**config.mk**
```make
export PLATFORM = sky130hd
export DESIGN_NAME = uart_tx_arbiter
export DESIGN_NICKNAME = d
export VERILOG_FILES = /design/src/rtl/uart_tx_arbiter.sv
export SDC_FILE = /design/constraint.sdc
export NUM_CORES = 1
export LEC_CHECK = 0
export CORE_MARGIN = 2
export CORE_UTILIZATION = 40
export CTS_BUF_LIST = sky130_fd_sc_hd__clkbuf_2
export CTS_CLUSTER_DIAMETER = 60
export CTS_CLUSTER_SIZE = 40
export DETAILED_ROUTE_END_ITERATION = 10
export DONT_BUFFER_PORTS = 1
export PLACE_DENSITY = 0.62
export SYNTH_ARGS = -nofsm -noshare
export SYNTH_HDL_FRONTEND = slang
export SYNTH_SLANG_ARGS = --single-unit
```
**constraint.sdc**
```tcl
create_clock -name clock -period 2 [get_ports clock]
set_input_delay 0.2 -clock clock [delete_from_list [all_inputs] [get_ports clock]]
set_output_delay 0.2 -clock clock [all_outputs]
set_load 0.03 [all_outputs]
```
**src/rtl/uart_tx_arbiter.sv**
```systemverilog
// Round-robin share of one UART transmitter among NUM_REQ byte requesters; ARB_TIMEOUT_EN adds a sticky watchdog.
// Latency: request seen in IDLE -> GRANT next cycle -> load strobe and req_ack one cycle later; requesters hold until acked.
module uart_tx_arbiter #(
  parameter int NUM_REQ        = 4,
  parameter int IDW            = 2,
  parameter int TIMEOUT_CYCLES = 65535
) (
  input  logic                 clock,
  input  logic                 reset,
  input  logic [NUM_REQ-1:0]   req_valid,
  input  logic [8*NUM_REQ-1:0] req_data,
  output logic [NUM_REQ-1:0]   req_ack,
  output logic [7:0]           uart_tx_data,
  output logic                 uart_tx_ready,
  input  logic                 uart_tx_done,
  output logic                 busy,
  output logic [IDW-1:0]       grant_id,
  output logic                 timeout_err
);

  if (NUM_REQ < 2 || NUM_REQ > 8 || IDW != $clog2(NUM_REQ) ||
      TIMEOUT_CYCLES < 1 || TIMEOUT_CYCLES > 65535) begin : g_param_check
    $error("uart_tx_arbiter: illegal parameter set");
  end

  typedef enum logic [2:0] {
    IDLE,
    GRANT,
    LOAD,
    WAIT_BUSY,
    WAIT_DONE
  } state_t;

  state_t         state, state_nxt;
  logic           done_meta, done_s;
  logic [IDW-1:0] ptr, ptr_nxt;
  logic           found;
  logic [IDW-1:0] win;
  logic [IDW:0]   idx;
  logic           to_hit;

  // Synchroniser resets to "done" so an idle UART is assumed after reset.
  always_ff @(posedge clock or negedge reset) begin
    if (!reset) begin
      done_meta <= 1'b1;
      done_s    <= 1'b1;
    end else begin
      done_meta <= uart_tx_done;
      done_s    <= done_meta;
    end
  end

  always_comb begin
    found = 1'b0;
    win   = '0;
    idx   = '0;
    for (int i = 0; i < NUM_REQ; i++) begin
      idx = {1'b0, ptr} + (IDW+1)'(i);
      if (idx >= (IDW+1)'(NUM_REQ)) idx = idx - (IDW+1)'(NUM_REQ);
      if (!found && req_valid[idx[IDW-1:0]]) begin
        found = 1'b1;
        win   = idx[IDW-1:0];
      end
    end
  end

  assign ptr_nxt = (win == IDW'(NUM_REQ-1)) ? '0 : win + 1'b1;

`ifdef ARB_TIMEOUT_EN
  logic [15:0] to_cnt;

  assign to_hit = (state == WAIT_BUSY || state == WAIT_DONE) &&
                  (to_cnt == 16'(TIMEOUT_CYCLES - 1));

  // Counter is cleared while leaving LOAD, i.e. on entry to WAIT_BUSY.
  always_ff @(posedge clock or negedge reset) begin
    if (!reset) begin
      to_cnt      <= '0;
      timeout_err <= 1'b0;
    end else begin
      if (state == LOAD)
        to_cnt <= '0;
      else if (state == WAIT_BUSY || state == WAIT_DONE)
        to_cnt <= to_cnt + 16'd1;
      if (to_hit)
        timeout_err <= 1'b1;
    end
  end
`else
  assign to_hit      = 1'b0;
  assign timeout_err = 1'b0;
`endif

  always_comb begin
    state_nxt = state;
    case (state)
      IDLE:      if (done_s && |req_valid) state_nxt = GRANT;
      GRANT:     state_nxt = found ? LOAD : IDLE;
      LOAD:      state_nxt = WAIT_BUSY;
      WAIT_BUSY: if (!done_s) state_nxt = WAIT_DONE;
      WAIT_DONE: if (done_s) state_nxt = IDLE;
      default:   state_nxt = IDLE;
    endcase
    if (to_hit) state_nxt = IDLE;
  end

  // Outputs are registered from next-state so the load strobe is glitch-free.
  always_ff @(posedge clock or negedge reset) begin
    if (!reset) begin
      state         <= IDLE;
      ptr           <= '0;
      req_ack       <= '0;
      uart_tx_ready <= 1'b0;
      busy          <= 1'b0;
      grant_id      <= '0;
      uart_tx_data  <= '0;
    end else begin
      state         <= state_nxt;
      uart_tx_ready <= (state_nxt == LOAD);
      busy          <= (state_nxt != IDLE);
      req_ack       <= '0;
      if (state == GRANT && found) begin
        req_ack[win] <= 1'b1;
        uart_tx_data <= req_data[8*win +: 8];
        grant_id     <= win;
        ptr          <= ptr_nxt;
      end
    end
  end

endmodule

```
Word level (Yosys, flattened, before mapping)
Cells that the tools add are included.
Operators by class
  reductions and logical operators: 12
  mux-type cells: 29
  shift operators: 1
  equal/unequal tests: 6
  order comparisons: 10
  add/sub/neg operators: 8
Operators by type and width (number)
  $shiftx 32x6->8: 1
  $mux 2: 10
  $lt 2x3->1 const B: 5
  $pmux 3 s5: 1
  $eq 3x2->1 const B: 3
  $ge 3x3->1 const B: 3
  $mux 1: 9
  $mux 3: 3
  $bmux 1 s2: 4
  $sub 2x1->2 const B: 4
  $add 2x2->3 const B: 2
  $logic_and 1x1->1: 6
  $mux 4: 1
  $reduce_or 4->1: 1
  $add 2x1->3 const B: 1
  $eq 3x1->1 const B: 1
  $eq 3x3->1 const B: 1
  $ge 2x3->1 const B: 1
  $logic_not 1->1: 3
  $logic_not 3->1: 1
  $reduce_bool 3->1: 1
  $add 2x1->2 const B: 1
  $demux 1 s2: 1
  $eq 2x2->1 const B: 1
  $ge 2x1->1 const B: 1
Word-level totals
  register bits after elaboration: 23
  output and inout bits: 17

Longest topological paths before layout
Gate-level depths: netlist of run 1.
  depth in word-level cells: 19
  depth in mapped cells: 8
  depth with buffers taken out: 7

Worst setup path before layout of run 1
Ideal clock, no wire load.
  path type: register to register
  from: register ptr[0]
  to: register ptr[0]
  period minus slack after synthesis: 1.609 ns
  data arrival time: 1.514 ns
  stages on the path, launching flop included: 8
  setup slack: 0.391 ns
  cells stage by stage: dfrtp_1 -> nor3b_1 -> a211o_1 -> o21ai_2 -> buf_4 -> inv_1 -> ha_1 -> o31ai_1
Between the ends
  word-level cells in the longest chain between the ends: 16
  elaborated cells between the ends (all ways): 41
  classes of those cells: 8 x add/sub; 4 x order compare; 1 x eq/ne; 21 x mux; 7 x reduce/logical
RTL lines
  start, declared: RTL line 36  | logic [IDW-1:0] ptr, ptr_nxt;
  start signal, assigned: RTL line 126  | ptr <= ptr_nxt;
  parallel branches: the longest is 13 deep, another holds $add 2x1->3
  $mux 2 (*): RTL line 60  | if (!found && req_valid[idx[IDW-1:0]]) begin
  named net win[1]: RTL line 38  | logic [IDW-1:0] win;
  $eq 2x2->1 (*): RTL line 67  | assign ptr_nxt = (win == IDW'(NUM_REQ-1)) ? '0 : win + 1'b1;
  $mux 2 (*): RTL line 67
Mark *: on every way through the listed nets, which the timed path passes. The select of a mux whose other input is x is not followed.
A chain may end at the register's enable or synchronous reset.

Worst setup path after layout of run 1
  from: register ptr[1]
  to: register req_ack[0]
Between the ends
  word-level cells in the longest chain between the ends: 19
  elaborated cells between the ends (all ways): 44
  classes of those cells: 7 x add/sub; 6 x order compare; 23 x mux; 8 x reduce/logical
RTL lines
  parallel branches: the longest is 13 deep, another holds $add 2x1->3
  $mux 2 (*): RTL line 60
  named net win[0]: RTL line 38
  $lt 2x3->1 (implied by the code) or $ge 2x1->1 (tied branches): RTL line 123  | req_ack[win] <= 1'b1;
  $logic_and 1x1->1 (implied by the code): RTL line 123
  $mux 1 (implied by the code): RTL line 123
  $demux 1 s2 (*): RTL line 123
  $mux 4 (*): RTL line 122  | if (state == GRANT && found) begin
  end signal, assigned: RTL line 112  | req_ack <= '0;
  end signal, assigned: RTL line 121  | req_ack <= '0;
  end signal, assigned by index: RTL line 123
  end, declared: RTL line 12  | output logic [NUM_REQ-1:0] req_ack,
Marked as above.

==> impl_metrics.json, run 1 <==
{
  "clk_latency_ns": 0.34,
  "grt_use_total_pct": 17.4,
  "synthCells": 124,
  "synth_area_um2": 1270,
  "viasPerCell": 5.51,
  "ioPinCount": 56,
  "synth.ff_latch_count": 23,
  "power.density_nw_per_um2": 1490,
  "dpl.hpwl_mm": 2.14,
  "synth_top_cell_by_area": "dfrtp_1",
  "ys.flop_type": "dfrtp_1",
  "max_freq_mhz": 578,
  "fin_crit_ns": 1.73,
  "crit_family": "simple AND/OR/NAND/NOR gates",
  "worstPathMaxFanout": 11,
  "arrival_ns": 1.96,
  "fillers": 295,
  "syn_to_final_growth_pct": 7.47,
  "setup_tns_ns": 0,
  "multiInputGateArea_um2": 654,
  "antenna_found_initial": 0,
  "dieArea_um2": 3650,
  "wl_mm": 2.81,
  "outcome": "finished, final reports clean",
  "path_clk_slew_ns": 0.22,
  "synth_area_per_cell_um2": 10.3,
  "rsz0062_at_grt": "false",
  "diodes": 0,
  "regArea_um2": 578,
  "drc": 0,
  "final_hold_viol_count": 0,
  "async_reset_ff_share_pct": 100,
  "slew_headroom_pct": 30.8,
  "met3_usage_pct": 6.40,
  "root_buffer": "clkbuf_2",
  "grt_max_degree": 24,
  "vias": 954,
  "grt_pass1_vias": 1010,
  "slowest_stage": "dfrtp_1",
  "fp.dieW_um": 60.4,
  "cts.sinks": 23,
  "min_period_over_period_pct": 86.5,
  "cp_cell_sequence": "nand2b_2 > a31o_4 > nor2_4 > inv_4 > ha_1 > and2_1",
  "setup_viol": 0,
  "synth-seq-area-share_pct": 45.4,
  "use_met2_pct": 29.0,
  "synth.distinct_cells": 37,
  "synthTopCellsByArea": "dfrtp_1 41%, mux2i_1 6.3%, a211o_1 6.2%, nand2_1 4.7%, o211ai_1 4.7%",
  "cts_buffer_depth": 2,
  "cts_tree": "done",
  "htreeDepth": 1,
  "fin_cells": 173,
  "cpPeakStageDelay_ns": 0.50,
  "grt_overflow": 0,
  "yosys_warnings": 0,
  "crit_buf_inv": 1,
  "cts_setup_buffers": 0,
  "grt_pass1_wl_mm": 4.70,
  "final_core_util_pct": 45.2,
  "drtIter0Drc": 10,
  "initial_utilization_pct": 42.0,
  "drive_gt1_share_pct": 16.3,
  "core-area_um2": 3030,
  "synth_fp_nets": 167,
  "final_nets": 173,
  "synth_edf_count": 0,
  "postRouteAntennaNets": 0,
  "cellLeakagePower_nw": 0.614,
  "hold_ws_ns": 0.0689,
  "grt-busiest-layer": "met2",
  "ir_drop_v": 0.000672,
  "firstDrtPassIters": 4,
  "worstMarginPinSlew_ns": 1.03,
  "gp_congestion": 0.737,
  "yosysMostFrequentCell": "dfrtp_1",
  "dp_cells": 167,
  "wl_per_cell_um": 16.2,
  "slew_viol_final": 0,
  "power.total_mw": 2.04,
  "max-cap-violations": 0,
  "worstHoldPathType": "in -> reg",
  "critical_path_required_ns": 2.24,
  "end_kind": "register",
  "fin_skew_ns": 0.0216,
  "worstSetupStartpointType": "register",
  "rows": 20,
  "die_h_um": 60.4,
  "cts_buffers": 3,
  "port-buffer-count": 0,
  "yosys-top-cells-count": "21 x dfrtp_1, 16 x nand2_1, 9 x a211o_1, 9 x nand3_1, 9 x o21ai_0",
  "synth_top_area_share_pct": 41.3,
  "crit_type": "reg -> reg",
  "grt_use_met1_pct": 21.6
}
## layer usage
metal / up-vias / wire length, um
met3: 2 / 251
li1: 455 / -
met4: 0 / 19
met1: 446 / 1200
met2: 51 / 1340
met5: - / 0
## path summary, 6_finish.rpt
path,start,to,slack (ns),cells after the start
max,ptr[1]$_DFFE_PN0P_,req_ack[0]$_DFF_PN0_,0.27,6
min,req_data[13],uart_tx_data[5]$_DFFE_PN0P_,0.07,2
max reg2reg,ptr[1]$_DFFE_PN0P_,req_ack[0]$_DFF_PN0_,0.27,6
min reg2reg,done_meta$_DFF_PN1_,done_s$_DFF_PN1_,0.37,0
max in group asynchronous,reset,grant_id[1]$_DFFE_PN0P_,0.91,1
min in group asynchronous,reset,ptr[0]$_DFFE_PN0P_,0.46,1
## flip-flops by register name, indices dropped and copies added (netlist names)
| register | count |
|---|---|
| busy | 1 |
| done_meta | 1 |
| done_s | 1 |
| grant_id | 2 |
| ptr | 2 |
| req_ack | 4 |
| state | 3 |
| uart_tx_data | 8 |
| uart_tx_ready | 1 |
## kinds of logic (layout without fill, tap and decap cells)
kind of cell,after synthesis,after routing,synth area share [%]
simple gates,45,45,19.3
compound gates,35,35,21.6
flops,23,23,45.4
mux,8,8,6.29
buf+inv,8,13,3.15
fa+ha+maj,4,4,3.93
other cells,1,1,0.295
## repair_timing
item	4_1_cts	5_1_grt
endpoints found under the setup margin	0	0
hold buffers	2	0
gates resized for setup	0	0
endpoints found under the hold margin	24	0
## worst reg2reg max path: cells and delay by family (launching register included)
kind	cells	cell delay, ns
buffers and inverters	1	0.11
adders and majority gates	1	0.18
and+or+nand+nor	3	0.55
DFF	1	0.50
AOI/OAI and AO/OA	1	0.28
## metrics by stage
step | cell area (um2) | setup WS (ns)
floorplan | 1270 | 0.391
global route | 1370 | 0.153
global placement | 1330 | 0.359
finish | 1370 | 0.271
detailed placement | 1330 | 0.300
CTS | 1370 | 0.267
## where the power goes
group | internal [mW] | total (mW) | switching [mW]
clock | 0.0529 | 0.190 | 0.137
combinational | 0.347 | 0.810 | 0.463
sequential | 0.644 | 1.04 | 0.392
total | 1.04 | 2.04 | 0.992
## area by class of cell
cell class / instances / area share (%)
Clock buffer: 4 / 1.46
Sequential cell: 23 / 42.3
Tap cell: 44 / 4.03
Timing Repair Buffer: 5 / 3.11
Inverter: 4 / 1.28
Multi-Input combinational cell: 93 / 47.9
## cell usage in the layout, fill, tap and decap left out, types with 3 or more instances in the layout
| master | Yosys | routed |
|---|---|---|
| mux2i_1 | 8 | 8 |
| nand3_1 | 9 | 9 |
| nand2_1 | 16 | 16 |
| o21ai_0 | 9 | 9 |
| o211ai_1 | 8 | 8 |
| dfrtp_1 | 21 | 21 |
| clkbuf_2 | 0 | 4 |
| ha_1 | 4 | 4 |
| buf_4 | 2 | 3 |
| a211o_1 | 9 | 9 |
| nor2_1 | 5 | 5 |
| and2_1 | 4 | 4 |
Power figures use the tool's default switching activity.
==> run 2, diff against run 1 <==
- SLEW_MARGIN: not set -> 25
==> impl_metrics.json, run 2 (synthesis gave the netlist of run 1 again) <==
{
  "path_clk_slew_ns": 0.22,
  "clk_latency_ns": 0.34,
  "grt_pass1_wl_mm": 4.70,
  "end_kind": "register",
  "wl_mm": 2.82,
  "worstMarginPinSlew_ns": 0.519,
  "dp_slack_ns": 0.300,
  "viasPerCell": 5.52,
  "crit_buf_inv": 1,
  "r2r-start": "ptr[1]$_DFFE_PN0P_",
  "drive_gt1_share_pct": 16.9,
  "port-buffer-count": 0,
  "cp_cell_sequence": "nand2b_2 > a31o_4 > nor2_4 > inv_4 > ha_1 > and2_1",
  "min_period_over_period_pct": 86.4,
  "root_buffer": "clkbuf_2",
  "critical_path_required_ns": 2.24,
  "rr_endpoint": "req_ack[0]$_DFF_PN0_",
  "postRouteAntennaNets": 0,
  "crit_type": "reg -> reg",
  "largest_reg_flops": 8,
  "worstPathMaxFanout": 11,
  "ioPinCount": 56,
  "power.density_nw_per_um2": 1480,
  "dpl.hpwl_mm": 2.14,
  "slowest_stage": "dfrtp_1",
  "final_area_um2": 1370,
  "cts_resized": 0,
  "max-cap-violations": 0,
  "ir_drop_v": 0.000670,
  "initial_utilization_pct": 42.0,
  "cts_hold_buffers": 2,
  "die_h_um": 60.4,
  "startpoint": "ptr[1]$_DFFE_PN0P_",
  "grt_overflow": 0,
  "worstHoldPathType": "in -> reg",
  "setup_viol": 0,
  "arrival_ns": 1.96,
  "firstDrtPassIters": 4,
  "top_register": "uart_tx_data",
  "grt_pass1_vias": 1010,
  "drc": 0,
  "dieArea_um2": 3650,
  "cts_buffer_depth": 2,
  "endpoint": "req_ack[0]$_DFF_PN0_",
  "final_common_cell": "dfrtp_1",
  "cpPeakStageDelay_ns": 0.50,
  "drtIter0Drc": 10,
  "slew_viol_final": 0,
  "fin_crit_ns": 1.73,
  "top_regs": "uart_tx_data x8, req_ack x4, state x3",
  "cts_tree": "done",
  "crit_family": "simple AND/OR/NAND/NOR gates",
  "cts.sinks": 23,
  "vias": 960,
  "reg2reg_depth": 6,
  "slew_headroom_pct": 65.4,
  "grt_use_total_pct": 17.4,
  "mostFrequentLayoutCells": "21 x dfrtp_1, 16 x nand2_1, 9 x a211o_1, 9 x o21ai_0, 9 x nand3_1",
  "wl_per_cell_um": 16.2,
  "fin_cells": 174,
  "syn_to_final_growth_pct": 7.87,
  "antenna_found_initial": 0,
  "cellLeakagePower_nw": 0.618,
  "diodes": 0,
  "cts_setup_buffers": 0,
  "fp.dieW_um": 60.4,
  "placed_cell_area_um2": 1330,
  "grt_max_degree": 24,
  "regToRegSetupSlack_ns": 0.27,
  "worstSetupStartpointType": "register",
  "layout_setup_ws_ns": 0.272,
  "final_nets": 174,
  "final_hold_viol_count": 0,
  "gp_congestion": 0.737,
  "fin_skew_ns": 0.0216,
  "rows": 20,
  "max_freq_mhz": 579,
  "htreeDepth": 1,
  "setup_tns_ns": 0,
  "rsz0062_at_grt": "false",
  "core-area_um2": 3030,
  "outcome": "finished, final reports clean",
  "cp_num_cells": 6,
  "power.total_mw": 2.04,
  "dp_cells": 167,
  "cts_buffers": 3
}
## run 2: cell count changes in the layout (fill, tap and decap cells not counted), sizes merged
cell	change
buf	+1
## run 2: worst min path at each step
| stage | from | end | slack, ns | depth (start not counted) |
|---|---|---|---|---|
| after CTS | req_data[8] | uart_tx_data[0]$_DFFE_PN0P_ | 0.05 | 2 |
| after floorplan | reset | busy$_DFF_PN0_ | -0.1 | 0 |
| after detailed placement | reset | state[2]$_DFF_PN0_ | -0.1 | 0 |
| after global placement | reset | busy$_DFF_PN0_ | -0.09 | 0 |
| after global routing | req_data[14] | uart_tx_data[6]$_DFFE_PN0P_ | 0.03 | 2 |
| final | req_data[13] | uart_tx_data[5]$_DFFE_PN0P_ | 0.07 | 2 |
## run 2: routing by layer
layer / track usage (%) / share of wire (%)
met5: 0 / 0
met4: 3.81 / 0.67
met3: 6.40 / 9.3
met2: 29.0 / 47
met1: 21.6 / 43
## run 2: final cells by class
cell class / instances / area, um2
flip-flops and latches: 23 / 578
clock buffers: 4 / 20.0
well taps: 44 / 55.1
inverters: 4 / 17.5
multi-input cells: 93 / 654
repair buffers: 6 / 47.5
fillers: 297 / 1660
## run 2: power breakdown
group | switching, mW | internal, mW
registers | 0.392 | 0.644
clock network | 0.137 | 0.0529
logic | 0.463 | 0.348
total | 0.992 | 1.04
## run 2: per-stage QoR
| stage | hold WS [ns] | utilization, % |
|---|---|---|
| after detailed placement | -0.0950 | 43.8 |
| after floorplan | -0.0956 | - |
| after global placement | -0.0949 | 43.8 |
| final | 0.0689 | 45.3 |
| after CTS | 0.0488 | 45.2 |
| after global routing | 0.0268 | 45.3 |
## run 2: worst reg2reg max path, delay by kind of cell, from the launching register on
| kind | cells | cell delay, ns |
|---|---|---|
| DFF | 1 | 0.50 |
| buffers and inverters | 1 | 0.11 |
| adders and majority gates | 1 | 0.18 |
| AOI/OAI and AO/OA | 1 | 0.28 |
| and+or+nand+nor | 3 | 0.55 |
==> run 3, diff against run 2 <==
- CAP_MARGIN: not set -> 20
- CORE_MARGIN: 2 -> 5
- DONT_BUFFER_PORTS: 1 -> not set
- PLACE_DENSITY: 0.62 -> 0.85
==> impl_metrics.json, run 3 (synthesis gave the netlist of run 1 again) <==
{
  "outcome": "finished, final reports clean",
  "drtIter0Drc": 44,
  "cts_tree": "done",
  "rsz0062_at_grt": "false",
  "fin_cells": 227,
  "final_core_util_pct": 62.3,
  "core-area_um2": 3050,
  "worstHoldPathType": "in -> async",
  "cts_setup_buffers": 0,
  "largest_reg_flops": 8,
  "cts.sinks": 23,
  "dp_slack_ns": 0.00534,
  "cts_resized": 0,
  "top_register": "uart_tx_data",
  "final_area_um2": 1900,
  "wl_mm": 3.76,
  "grt_pass1_wl_mm": 6.07,
  "top_regs": "uart_tx_data x8, req_ack x4, state x3",
  "cts_buffers": 3,
  "dr_wl_met2_mm": 2.00,
  "power.switching_mw": 1.10,
  "grt_pass1_vias": 1278,
  "layout_setup_ws_ns": 0.260,
  "initial_utilization_pct": 41.7,
  "clk_latency_ns": 0.34,
  "viasPerCell": 5.13,
  "power.density_nw_per_um2": 1270,
  "ioPinCount": 56,
  "diodes": 0,
  "m1WireLength_mm": 1.55,
  "drc": 0,
  "max_freq_mhz": 575,
  "final_common_cell": "clkdlybuf4s50_1",
  "arrival_ns": 2.00,
  "rows": 20,
  "end_kind": "register",
  "gp_congestion": 0.832,
  "slew_viol_final": 0,
  "dp_cells": 223,
  "die_h_um": 66.4,
  "fp.dieW_um": 66.4,
  "vias": 1164,
  "ir_drop_v": 0.000596,
  "grt_overflow": 0,
  "port-buffer-count": 54,
  "power_frac_seq_pct": 31.8,
  "cts_buffer_depth": 2,
  "grt_max_degree": 24,
  "placed_cell_area_um2": 1880,
  "antenna_found_initial": 0,
  "max-cap-violations": 0,
  "crit_type": "reg -> reg",
  "internal-power_mw": 1.32,
  "top_layer": "met4",
  "cp_cell_sequence": "nand2b_2 > a31o_4 > nor2_4 > inv_4 > ha_1 > and2_1",
  "setup_tns_ns": 0,
  "dieArea_um2": 4410,
  "fillers": 269,
  "regArea_um2": 578,
  "multiInputGateArea_um2": 654,
  "cpPeakStageDelay_ns": 0.52,
  "wl_per_cell_um": 16.6,
  "final_nets": 227,
  "mostFrequentLayoutCells": "54 x clkdlybuf4s50_1, 21 x dfrtp_1, 16 x nand2_1",
  "worstSetupStartpointType": "register",
  "min_period_over_period_pct": 87.0,
  "p_comb_share_pct": 60.2,
  "slowest_stage": "dfrtp_1",
  "grt_use_total_pct": 17.9,
  "final_hold_viol_count": 0,
  "fin_crit_ns": 1.74,
  "worstPathMaxFanout": 11,
  "pwr-share-clk_pct": 8.0,
  "postRouteAntennaNets": 0,
  "path_clk_slew_ns": 0.23,
  "drive_gt1_share_pct": 12.6,
  "critical_path_required_ns": 2.26,
  "dpl.hpwl_mm": 2.95,
  "firstDrtPassIters": 5,
  "syn_to_final_growth_pct": 49.6,
  "cellLeakagePower_nw": 0.822,
  "fin_skew_ns": 0.00183,
  "switching_share_pct": 45.4,
  "root_buffer": "clkbuf_2",
  "setup_viol": 0,
  "route.met3.wl_um": 152,
  "htreeDepth": 1,
  "cts_hold_buffers": 0
}
[run 3: cell count changes in the layout (fill, tap and decap cells not counted), sizes merged]
cell           delta
buf               +1
clkbuf            -1
clkdlybuf4s50    +54
clkinv            +1
dlygate4sd3       -2
[run 3: power by group through the flow]
stage               Sequential, mW  Combinational [mW]  Clock [mW]
floorplan                     1.01               0.657           0
global placement             0.764                1.40           0
detailed placement           0.778                1.46           0
CTS                          0.766                1.46       0.198
global route                 0.793                1.57       0.216
finish                       0.767                1.45       0.193
[run 3: path summary, 6_finish.rpt]
kind	endpoint	start	cells past startpoint	slack, ns
max	req_ack[0]$_DFF_PN0_	ptr[1]$_DFFE_PN0P_	6	0.26
min reg2reg	done_s$_DFF_PN1_	done_meta$_DFF_PN1_	0	0.38
max reg2reg	req_ack[0]$_DFF_PN0_	ptr[1]$_DFFE_PN0P_	6	0.26
max in group asynchronous	done_meta$_DFF_PN1_	reset	2	1.54
min in group clock	done_meta$_DFF_PN1_	uart_tx_done	1	0.24
min	uart_tx_data[7]$_DFFE_PN0P_	reset	2	0.17
[run 3: cell type report]
| cell class | instances | area share (%) |
|---|---|---|
| clock buffers | 3 | 0.789 |
| clock inverters | 1 | 0.263 |
| flip-flops and latches | 23 | 30.4 |
| inverters | 4 | 0.920 |
| well taps | 44 | 2.89 |
| repair buffers | 59 | 30.4 |
| multi-input cells | 93 | 34.4 |
[run 3: layer usage]
layer / GRT usage, % / up-vias
met3: 3.23 / 6
met4: 5.84 / 0
li1: - / 563
met5: 0 / -
met2: 32.3 / 34
met1: 21.2 / 561
[run 3: through the flow]
step / hold WS [ns] / power (mW)
floorplan: -0.0956 / 1.67
global placement: 0.346 / 2.16
detailed placement: 0.356 / 2.23
CTS: 0.165 / 2.43
global route: 0.159 / 2.58
finish: 0.172 / 2.41
[run 3: critical path, delay by kind of cell (launching register included)]
| family | cells | cell delay, ns |
|---|---|---|
| DFF | 1 | 0.52 |
| and+or+nand+nor | 3 | 0.56 |
| AOI/OAI and AO/OA | 1 | 0.28 |
| adders and majority gates | 1 | 0.19 |
| buffers and inverters | 1 | 0.12 |
